**config.mk**
```make
export PLATFORM = sky130hd
export DESIGN_NAME = fifo_rd_ctrl
export DESIGN_NICKNAME = d
export VERILOG_FILES = /design/src/rtl/fifo_rd_ctrl.sv
export SDC_FILE = /design/constraint.sdc
export NUM_CORES = 1
export LEC_CHECK = 0
export ABC_AREA = 1
export CAP_MARGIN = 10
export CORE_MARGIN = 4
export CORE_UTILIZATION = 34
export DETAILED_ROUTE_END_ITERATION = 8
export PLACE_DENSITY_LB_ADDON = 0.12
export SLEW_MARGIN = 20
export SYNTH_ARGS = -nofsm -noshare
export SYNTH_HDL_FRONTEND = slang
export SYNTH_SLANG_ARGS = --single-unit
export TNS_END_PERCENT = 1
```
**constraint.sdc**
```tcl
create_clock -name clk -period 2.7 [get_ports clk]
set_input_delay 0.27 -clock clk [delete_from_list [all_inputs] [get_ports clk]]
set_output_delay 0.27 -clock clk [all_outputs]
set_load 0.01 [all_outputs]
```
**src/rtl/fifo_rd_ctrl.sv**
```systemverilog
`default_nettype none
// +--------------------------------------------------------------------------+
// | Module      : fifo_rd_ctrl                                               |
// | Description : Read-side controller for fifo_sync. Issues rd_en while the |
// |               FIFO is non-empty and there is room downstream, captures   |
// |               the word one cycle later and presents it on a valid/ready  |
// |               stream through a 2-entry skid buffer.                      |
// | Options     : define FIFO_RD_CTRL_STATS_EN to add the 32-bit pop_count   |
// |               output (delivered-word counter, cleared only by rst).      |
// | Revision    : 1.0 - initial release                                      |
// +--------------------------------------------------------------------------+
module fifo_rd_ctrl #(
   parameter int WIDTH = 8
) (
   input  logic             clk,
   input  logic             rst,
   input  logic             fifo_empty,
   input  logic [WIDTH-1:0] fifo_data_out,
   output logic             fifo_rd_en,
   input  logic             flush,
   output logic [WIDTH-1:0] m_data,
   output logic             m_valid,
   input  logic             m_ready,
   output logic [1:0]       occupancy
`ifdef FIFO_RD_CTRL_STATS_EN
   ,
   output logic [31:0]      pop_count
`endif
);

   // Skid buffer depth; reads are only issued while the committed level
   // (held + in flight - leaving) stays below this.
   localparam logic [2:0] c_SKID_DEPTH = 3'd2;

   logic [1:0]       r_occ;
   logic             r_pend;
   logic [WIDTH-1:0] r_ent0;
   logic [WIDTH-1:0] r_ent1;

   logic             w_xfer;
   logic [2:0]       w_level;
   logic [1:0]       w_occ_shift;
   logic [1:0]       w_occ_nxt;
   logic [WIDTH-1:0] w_ent0_nxt;
   logic [WIDTH-1:0] w_ent1_nxt;

   assign m_valid   = (r_occ != 2'd0);
   assign m_data    = r_ent0;
   assign occupancy = r_occ;
   assign w_xfer    = m_valid & m_ready;

   // Words committed to the skid buffer after this edge if no new read is issued.
   assign w_level = {1'b0, r_occ} + {2'b0, r_pend} - {2'b0, w_xfer};

   // Read issue: never while empty, flushing or in reset, and never beyond
   // what the skid buffer can absorb, so it cannot overflow.
   assign fifo_rd_en = ~rst & ~flush & ~fifo_empty & (w_level < c_SKID_DEPTH);

   // Next skid contents: shift out the head on a transfer, then write the
   // in-flight word into the first free slot after that shift.
   always_comb begin
      w_occ_shift = r_occ - {1'b0, w_xfer};
      w_ent0_nxt  = r_ent0;
      w_ent1_nxt  = r_ent1;
      if (w_xfer) begin
         w_ent0_nxt = r_ent1;
      end
      if (r_pend) begin
         if (w_occ_shift == 2'd0) begin
            w_ent0_nxt = fifo_data_out;
         end else begin
            w_ent1_nxt = fifo_data_out;
         end
      end
      w_occ_nxt = w_occ_shift + {1'b0, r_pend};
   end

   // Skid buffer and in-flight flag; flush drops held and pending words.
   always_ff @(posedge clk) begin
      if (rst) begin
         r_occ  <= 2'd0;
         r_pend <= 1'b0;
         r_ent0 <= '0;
         r_ent1 <= '0;
      end else if (flush) begin
         r_occ  <= 2'd0;
         r_pend <= 1'b0;
      end else begin
         r_occ  <= w_occ_nxt;
         r_pend <= fifo_rd_en;
         r_ent0 <= w_ent0_nxt;
         r_ent1 <= w_ent1_nxt;
      end
   end

`ifdef FIFO_RD_CTRL_STATS_EN
   logic [31:0] r_pop_count;

   // Delivered-word counter; survives flush, wraps naturally at 2^32.
   always_ff @(posedge clk) begin
      if (rst) begin
         r_pop_count <= 32'd0;
      end else if (w_xfer) begin
         r_pop_count <= r_pop_count + 32'd1;
      end
   end

   assign pop_count = r_pop_count;
`endif

endmodule
`default_nettype wire
```
==> out/results.ini, run 1 <==
[route]
drc_errors = 0
first_pass_iters = 4
via_count = 1057
initialDrtViolationCount = 54
antenna_left = 0
routed_wl_um = 2620
post_drt_via_cell_ratio = 4.48
drt-wirelength-per-cell_um = 11.1

[timing]
skew_ns = 0.00286
setup_violations = 0
worst_slew_pin_slew_ns = 0.559
max_slew_margin_pct = 62.6
setup-tns-final_ns = 0
rsz0062_at_grt = no
hold_viol_final = 0
finalMaxSlewViolations = 0
fmax_mhz = 403
fin_crit_ns = 2.48
period_share_pct = 91.9

[yosys]
ys_types = 20
synth_ff_type = dfxtp_1
syn_area_per_cell_um2 = 6.83
syn_nets = 176
ys_async_sr_fraction_pct = 0
synth-seq-cells = 19
netlist_instances = 161
seq_area_frac_synth_pct = 34.6
yosys_warnings = 0
syn_area_um2 = 1100
synth-edff-count = 0

[final_layout]
final_area_um2 = 1440
final_nets = 208
layout_common_cells = nand2_1 (50), inv_1 (24), nand3_1 (24)
drive_above_1_share_pct = 10.9
n_antenna_cell = 0
utilization_pct = 46.7
area_growth_pct = 30.6
n_fill_cell = 349
final_common_cell = nand2_1

[floorplanning]
die-area_um2 = 4210
placementRows = 20
io_pins = 25
dieHeight_um = 64.9
dieWidth_um = 64.9
initial_core_util_pct = 35.7
core-area_um2 = 3080

[clock_network]
cts.sinks = 19
cts_buffers = 3
clockBufferDepth = 2
clock_latency_ns = 0.30
htreeDepth = 1
cts_hold_buf = 0
path_clk_slew_ns = 0.11
cts_tree = done
clockRootBuffer = clkbuf_4
cts_setup_buffers = 0

[worst_setup_path]
path_cells = inv_1 > nand2_4 > nand2_4 > nor2_1 > o21ai_1 > fa_1 > inv_1 > nor4_1 > dlygate4sd2_1
cp-end-kind = primary output
reg2reg_from = occupancy[1]
critPathArrivalTime_ns = 2.21
startpoint = occupancy[1]
cp.required_ns = 2.43
cp_slowest_stage_delay_ns = 0.48
crit_type = register to primary output
crit_path_start_kind = register
crit_family = simple AND/OR/NAND/NOR gates
crit_slowest_cell = fa_1
crit_buf_inv = 3
path_max_fanout = 10

[global_route]
grt_max_degree = 12
grt_usage_pct = 14.7
grt_pass1_vias = 1035
antenna_found_initial = 0
grt_overflow_total = 0
grt_pass1_wl_um = 4860

[power_and_ir_drop]
ir_drop_mv = 0.150
p_total_uw = 524
powerDensity_nw_per_um2 = 365
p_leak_nw = 0.702

[place]
dp_hpwl_um = 2080
gp_congestion = 0.821
portBuffers = 24
place_area_um2 = 1410

[flow_run]
drv_cap = 0

[hold_path]
hold_start = r_ent1[7]
min_path_type = register to register

[run_status]
outcome = finished, final reports clean

==> worst paths after layout <==
path                     end  slack [ns]  depth (start not counted)
hold / removal     r_ent1[7]        0.47                          2
setup / recovery  fifo_rd_en        0.22                          9
hold reg to reg    r_ent1[7]        0.47                          2
setup reg to reg      r_pend        1.00                          8
==> repair_timing <==
action	CTS	global route
hold endpoints to repair	0	0
setup endpoints to repair	1	0
gates resized for setup	1	0
==> cell usage after synthesis (2+ instances only) <==
cell type / n / area, um2
a21oi_1: 9 / 45.0
buf_2: 2 / 10.0
buf_6: 3 / 33.8
dfxtp_1: 19 / 380
inv_1: 24 / 90.1
inv_2: 2 / 7.51
nand2_1: 50 / 188
nand2_4: 5 / 56.3
nand3_1: 24 / 120
nand4_1: 8 / 50.1
nor2_1: 4 / 15.0
nor4_1: 2 / 12.5
o21ai_0: 2 / 10.0
==> flip-flops by register name, summed over array words and instances, names as in the netlist <==
signal,cells
r_ent1,8
m_data,8
r_pend,1
occupancy,2
==> logic make-up (layout without fill, tap and decap cells) <==
logic type      Yosys count  in the layout  share of synthesized area [%]
flops                    19             19                           34.6
fa+ha+maj                 2              2                           2.96
xor+xnor                  1              1                          0.797
buf+inv                  31             62                           12.9
simple gates             96             96                           43.3
compound gates           12             12                           5.46
==> stage by stage <==
| step | hold slack (ns) | cells | setup slack, ns |
|---|---|---|---|
| floorplan | 0.349 | 161 | 0.388 |
| global placement | 0.448 | 232 | -0.0283 |
| detailed placement | 0.453 | 232 | -0.0693 |
| CTS | 0.472 | 236 | 0.174 |
| global route | 0.495 | 236 | 0.0699 |
| finish | 0.474 | 236 | 0.218 |
==> cell type report <==
cell class	instances	area, um2	area share (%)
multi-input cells	111	578	40.2
flip-flops and latches	19	380	26.5
repair buffers	32	299	20.8
inverters	26	97.6	6.79
well taps	44	55.1	3.83
clock buffers	4	26.3	1.83
==> tightest hold or removal path: stages (launching register included) <==
cell	delay [ns]
dfxtp_1	0.33
nand2_1	0.06
a21oi_1	0.05
==> power by group <==
| group | internal, mW | total [mW] | switching, mW | leakage, nW |
|---|---|---|---|---|
| logic | 0.0429 | 0.0870 | 0.0440 | 0.533 |
| clock network | 0.0575 | 0.147 | 0.0896 | 0.0150 |
| registers | 0.286 | 0.290 | 0.00436 | 0.154 |
| total | 0.386 | 0.524 | 0.138 | 0.702 |
==> per-layer routing <==
| layer | global-route usage [%] | part of all wire (%) | vias up |
|---|---|---|---|
| met5 | 0 | 0 | - |
| met4 | 5.54 | 0.73 | 0 |
| met3 | 2.60 | 3.5 | 2 |
| met2 | 22.5 | 44 | 13 |
| met1 | 20.4 | 52 | 466 |
| li1 | - | - | 576 |
Note: power is estimated with default switching activity, not from simulation.
==> run 2, diff against run 1 <==
--- a/config.mk
+++ b/config.mk
@@ -7,7 +7,6 @@
 export LEC_CHECK = 0
 export ABC_AREA = 1
 export CAP_MARGIN = 10
-export CORE_MARGIN = 4
 export CORE_UTILIZATION = 34
 export DETAILED_ROUTE_END_ITERATION = 8
 export PLACE_DENSITY_LB_ADDON = 0.12
==> out/results.ini, run 2 (same netlist as run 1, synthesis figures left out) <==
[floorplanning]
io_pins = 25  ; unchanged
dieWidth_um = 58.9  ; -9.2%
initial_core_util_pct = 36.0  ; +0.29 points
core-area_um2 = 3050  ; -0.81%
placementRows = 20  ; unchanged
dieHeight_um = 58.9  ; -9.2%
die-area_um2 = 3470  ; -18%

[place]
gp_congestion = 0.804  ; -2.1%
dp_hpwl_um = 2000  ; -4.1%
place_worst_setup_slack_ns = -0.0921  ; -0.0228 ns
dp_cells = 232  ; unchanged
portBuffers = 24  ; unchanged
place_area_um2 = 1410  ; unchanged

[clock_network]
htreeDepth = 1  ; unchanged
path_clk_slew_ns = 0.11  ; about the same
cts_buffers = 3  ; unchanged
clock_latency_ns = 0.29  ; about the same
cts.sinks = 19  ; unchanged
clockBufferDepth = 2  ; unchanged
cts_tree = done
clockRootBuffer = clkbuf_4

[timing]
fin_crit_ns = 2.50  ; +0.0163 ns
setup-tns-final_ns = 0  ; unchanged
rsz0062_at_grt = no
setup_violations = 0  ; unchanged
period_share_pct = 92.5  ; +0.60 points
setup_slack_ns = 0.201  ; -0.0163 ns
skew_ns = 0.00965  ; +0.00679 ns
worst_slew_pin_slew_ns = 0.556  ; -0.00301 ns
max_slew_margin_pct = 62.8  ; +0.20 points
finalMaxSlewViolations = 0  ; unchanged
fmax_mhz = 400  ; -0.65%
hold_viol_final = 0  ; unchanged

[final_layout]
area_growth_pct = 30.8
n_antenna_cell = 0  ; unchanged
layout_common_cells = nand2_1 (50), inv_1 (24), nand3_1 (24)
final_cells = 236  ; unchanged
final_nets = 208  ; unchanged
drive_above_1_share_pct = 11.5  ; +0.52 points
final_area_um2 = 1440  ; +0.17%
final_common_cell = nand2_1

[route]
first_pass_iters = 4  ; unchanged
antenna_left = 0  ; unchanged
via_count = 1085  ; +2.6%
initialDrtViolationCount = 61  ; +13%
post_drt_via_cell_ratio = 4.60  ; +2.6%
drc_errors = 0  ; unchanged
drt-wirelength-per-cell_um = 10.7  ; -3.4%
routed_wl_um = 2530  ; -3.4%

[global_route]
grt_max_degree = 12  ; unchanged
grt_overflow_total = 0  ; unchanged
grt_pass1_vias = 1001  ; -3.3%
grt_util_met1_pct = 22.8  ; +2.4 points
globalRouteMet3Util_pct = 4.62  ; +2.0 points
grt_usage_pct = 16.8  ; +2.1 points
busiest_layer = met2
antenna_found_initial = 0  ; unchanged
grtUsageMet2_pct = 26.8  ; +4.3 points
grt_pass1_wl_um = 4480  ; -7.8%

[hold_path]
hold_start = m_data[4]
min_path_type = register to register

[power_and_ir_drop]
swShare_pct = 26.1  ; -0.22 points
ir_drop_mv = 0.265  ; +77%
clockPowerShare_pct = 27.3  ; -0.8 points
power_frac_seq_pct = 55.8  ; +0.4 points
p_sw_uw = 136  ; -1.7%
p_int_uw = 384  ; -0.58%
p_total_uw = 520  ; -0.87%
powerDensity_nw_per_um2 = 361  ; -1.0%
p_leak_nw = 0.701  ; about the same
pwr-share-comb_pct = 16.9  ; +0.3 points

[worst_setup_path]
crit_type = register to primary output
cp.required_ns = 2.43  ; about the same
r2r_cells = 8  ; unchanged
reg2reg_from = occupancy[1]
crit_path_start_kind = register
r2r_end = r_pend
startpoint = occupancy[1]
cp-end-kind = primary output
path_max_fanout = 10  ; unchanged
endpoint = fifo_rd_en
reg2reg_slack_ns = 0.98  ; -0.02 ns
critPathArrivalTime_ns = 2.23  ; +0.02 ns

[run_status]
outcome = finished, final reports clean

[flow_run]
drv_cap = 0  ; unchanged

run 2: changes by cell type in the layout (fill, tap and decap cells not counted):
cell / previous run / this run
clkinv_2: 0 / 1
clkdlybuf4s15_1: 0 / 1
dlygate4sd2_1: 1 / 0
clkbuf_1: 1 / 0
run 2: final cells by class:
| type | count | area (um2) |
|---|---|---|
| Clock buffer | 3 | 22.5 |
| Clock inverter | 1 | 5.00 |
| Fill cell | 341 | 1610 |
| Inverter | 26 | 97.6 |
| Multi-Input combinational cell | 111 | 578 |
| Sequential cell | 19 | 380 |
| Tap cell | 44 | 55.1 |
| Timing Repair Buffer | 32 | 300 |
run 2: per-stage QoR:
step / hold WS (ns) / util [%]
finish: 0.472 / 47.1
global route: 0.494 / 47.1
CTS: 0.474 / 47.1
detailed placement: 0.454 / 46.2
global placement: 0.448 / 46.2
floorplan: 0.349 / -
run 2: what timing repair did:
action,CTS,global route
setup endpoints to repair,1,1
buffers inserted,0,0
hold buffers,0,0
gates resized for setup,1,1
run 2: how the worst min path moves through the flow:
stage / to / slack, ns / depth (start not counted)
final: m_data[4] / 0.47 / 2
after global routing: m_data[4] / 0.49 / 2
after CTS: m_data[4] / 0.47 / 2
after detailed placement: r_ent1[6] / 0.45 / 2
after global placement: r_ent1[4] / 0.45 / 2
after floorplan: r_pend / 0.35 / 1
run 2: critical path: stages (launching register included):
cell and delay (ns):
dfxtp_1 0.35, inv_1 0.07, nand2_4 0.13, nand2_4 0.07, nor2_1 0.13, o21ai_1 0.11, fa_1 0.48, inv_1 0.05
nor4_1 0.26, clkdlybuf4s15_1 0.28
run 2: power groups by stage:
| stage | Combinational [mW] | Sequential, mW | Clock (mW) |
|---|---|---|---|
| final | 0.0878 | 0.290 | 0.142 |
| after global routing | 0.0980 | 0.291 | 0.163 |
| after CTS | 0.0883 | 0.290 | 0.150 |
| after detailed placement | 0.0887 | 0.296 | 0 |
| after global placement | 0.0873 | 0.296 | 0 |
| after floorplan | 0.0430 | 0.299 | 0 |
run 2: routing by layer:
layer,up-vias,routed length (um)
met5,-,0
met2,23,1100
met4,0,19
met3,2,131
li1,572,-
met1,488,1280
==> RTL change (flow settings as in run 2) <==
Build with the macro `FIFO_RD_CTRL_STATS_EN` defined.
--- a/src/rtl/fifo_rd_ctrl.sv
+++ b/src/rtl/fifo_rd_ctrl.sv
@@ -9,6 +9,8 @@
 // |               output (delivered-word counter, cleared only by rst).      |
 // | Revision    : 1.0 - initial release                                      |
 // +--------------------------------------------------------------------------+
+`define FIFO_RD_CTRL_STATS_EN
+
 module fifo_rd_ctrl #(
    parameter int WIDTH = 8
 ) (
Function (old outputs only; new: pop_count): kept (Yosys induction, for registers that start in step).
==> RTL change against run 2 <==
- cell count up 140%
- hold slack worse by 0.012 ns
- routed wire length grew to 2.7 times the old value
- utilization is 0.074 points higher
- via count increased to 2.5 times the old value
- power grew to 2.7 times the old value
- design area rose by 140%
- sequential cell count increased by 32
- critical path depth is the same
- worst setup slack improved by 0.0038 ns
- clock power grew to 3.8 times the old value
- die area up 140%
- maximum frequency increased by 0.15%
- synthesized area rose by 140%
==> RTL change: results (changes against run 2) <==
| Metric | Value |
|---|---|
| Result of the run | completed (unchanged) |
| Combinational group power | 0.0989 mW (was 0.0878 mW) |
| Compound-gate portion of the synthesized area | 0.1354 (was 0.05461) |
| Clk. pwr | 0.544 mW (was 0.142 mW) |
| Design Power | 1.405 mW (was 0.5198 mW) |
| Sw frac | 0.2299 (was 0.2610) |
| Portion of synthesized cell area occupied by the leading cell type | 0.3822 (was 0.3458) |
| Vias/cell | 4.732 (was 4.597) |
| Biggest area contributors in the synthesized netlist | sky130_fd_sc_hd__dfxtp_1, sky130_fd_sc_hd__nand2_1, sky130_fd_sc_hd__nor2_1 (was sky130_fd_sc_hd__dfxtp_1, sky130_fd_sc_hd__nand2_1, sky130_fd_sc_hd__nand3_1) |
| Count of cell types in the netlist | 27 (was 20) |
| CP Max Fanout | 5 (was 10) |
| Half-perimeter wire length after detailed placement | 5.101 mm (was 1.996 mm) |
| Synthesized area per cell | 6.515 sq um (was 6.831 sq um) |
| Post-synthesis share of cell area spent on full adders, half adders and majority gates | 0.01686 (was 0.02958) |
| Leakage Power | 1.277 nW (was 0.7015 nW) |
| Cell family with most CP delay | adder cells (was simple AND/OR/NAND/NOR gates) |
| Worst vdd rail ir drop | 0.2175 mV (was 0.2652 mV) |
| Overall track demand over capacity in global routing | 0.1736 (was 0.1680) |
| Fin Clk Skew | 0.01188 ns (was 0.009653 ns) |
| Fraction of final layout cells sized beyond drive strength 1 | 0.06737 (was 0.1146) |
| TritonCTS Buffers | 5 (was 3) |
| Cell count after placement | 566 (was 232) |
| Clock-pin slew reported for the worst setup and hold paths after clock tree synthesis | 0.10 ns |
| Worst Setup Slack post-DPL | -0.04700 ns (was -0.09206 ns) |
| Maximum level of the CTS H-tree | 2 (was 1) |
| Count of input and output buffers | 56 (was 24) |
| Number of vias in the routed layout | 2716 (was 1085) |
| Top cell types by occurrence after synthesis | sky130_fd_sc_hd__nand2_1, sky130_fd_sc_hd__nor2_1, sky130_fd_sc_hd__inv_1, sky130_fd_sc_hd__dfxtp_1, sky130_fd_sc_hd__o21ai_0 (was sky130_fd_sc_hd__nand2_1, sky130_fd_sc_hd__inv_1, sky130_fd_sc_hd__nand3_1, sky130_fd_sc_hd__dfxtp_1, sky130_fd_sc_hd__a21oi_1) |
| Via count of the first global-routing pass | 2489 (was 1001) |
| Number of synthesis warnings | 0 (unchanged) |
| Root Buffer | sky130_fd_sc_hd__clkbuf_8 (was sky130_fd_sc_hd__clkbuf_4) |
| Maximum number of pins on one net before global-route repair | 25 (was 12) |
| Xor/xnor cell area share of the yosys netlist | 0.009836 (was 0.007964) |
| Final net count | 490 (was 208) |
| Total Routed Length | 6.774 mm (was 2.527 mm) |
| Wire length of the first global-routing pass | 11.59 mm (was 4.478 mm) |
| Clock latency at the later pin of the worst-skew pair | 0.31 ns (was 0.29 ns) |
| Sequential fraction of the synthesis area | 0.3822 (was 0.3458) |
| Instance area after placement | 3386 sq um (was 1411 sq um) |
| Number of nets in the synthesized netlist | 426 (was 176) |
-- RTL change: final timing paths --
| kind | startpoint | end | slack (ns) | cells past startpoint |
|---|---|---|---|---|
| min reg2reg | r_ent1[6] | r_ent1[6] | 0.46 | 2 |
| min | r_ent1[6] | r_ent1[6] | 0.46 | 2 |
| max reg2reg | pop_count[1] | pop_count[22] | 0.97 | 8 |
| max | occupancy[0] | fifo_rd_en | 0.21 | 9 |
-- RTL change: repair_timing --
action / in CTS / in global routing
endpoints found under the setup margin: 1 / 0
setup buffers: 0 / 0
hold endpoints to repair: 0 / 0
gates resized for setup: 1 / 0
-- RTL change: layout make-up --
class                   count  area (sq um)
clock buffers               5         68.82
clock inverters             3         43.79
fillers                   762          3911
inverters                  56         210.2
multi-input cells         296          1410
flip-flops and latches     51          1021
well taps                  99         123.9
repair buffers             64         619.3
-- RTL change: layer usage --
metal  track usage  wire length, um
met4       0.04032               58
met2        0.2835             3031
met5             0                0
met1        0.2349             3484
met3       0.03367              200
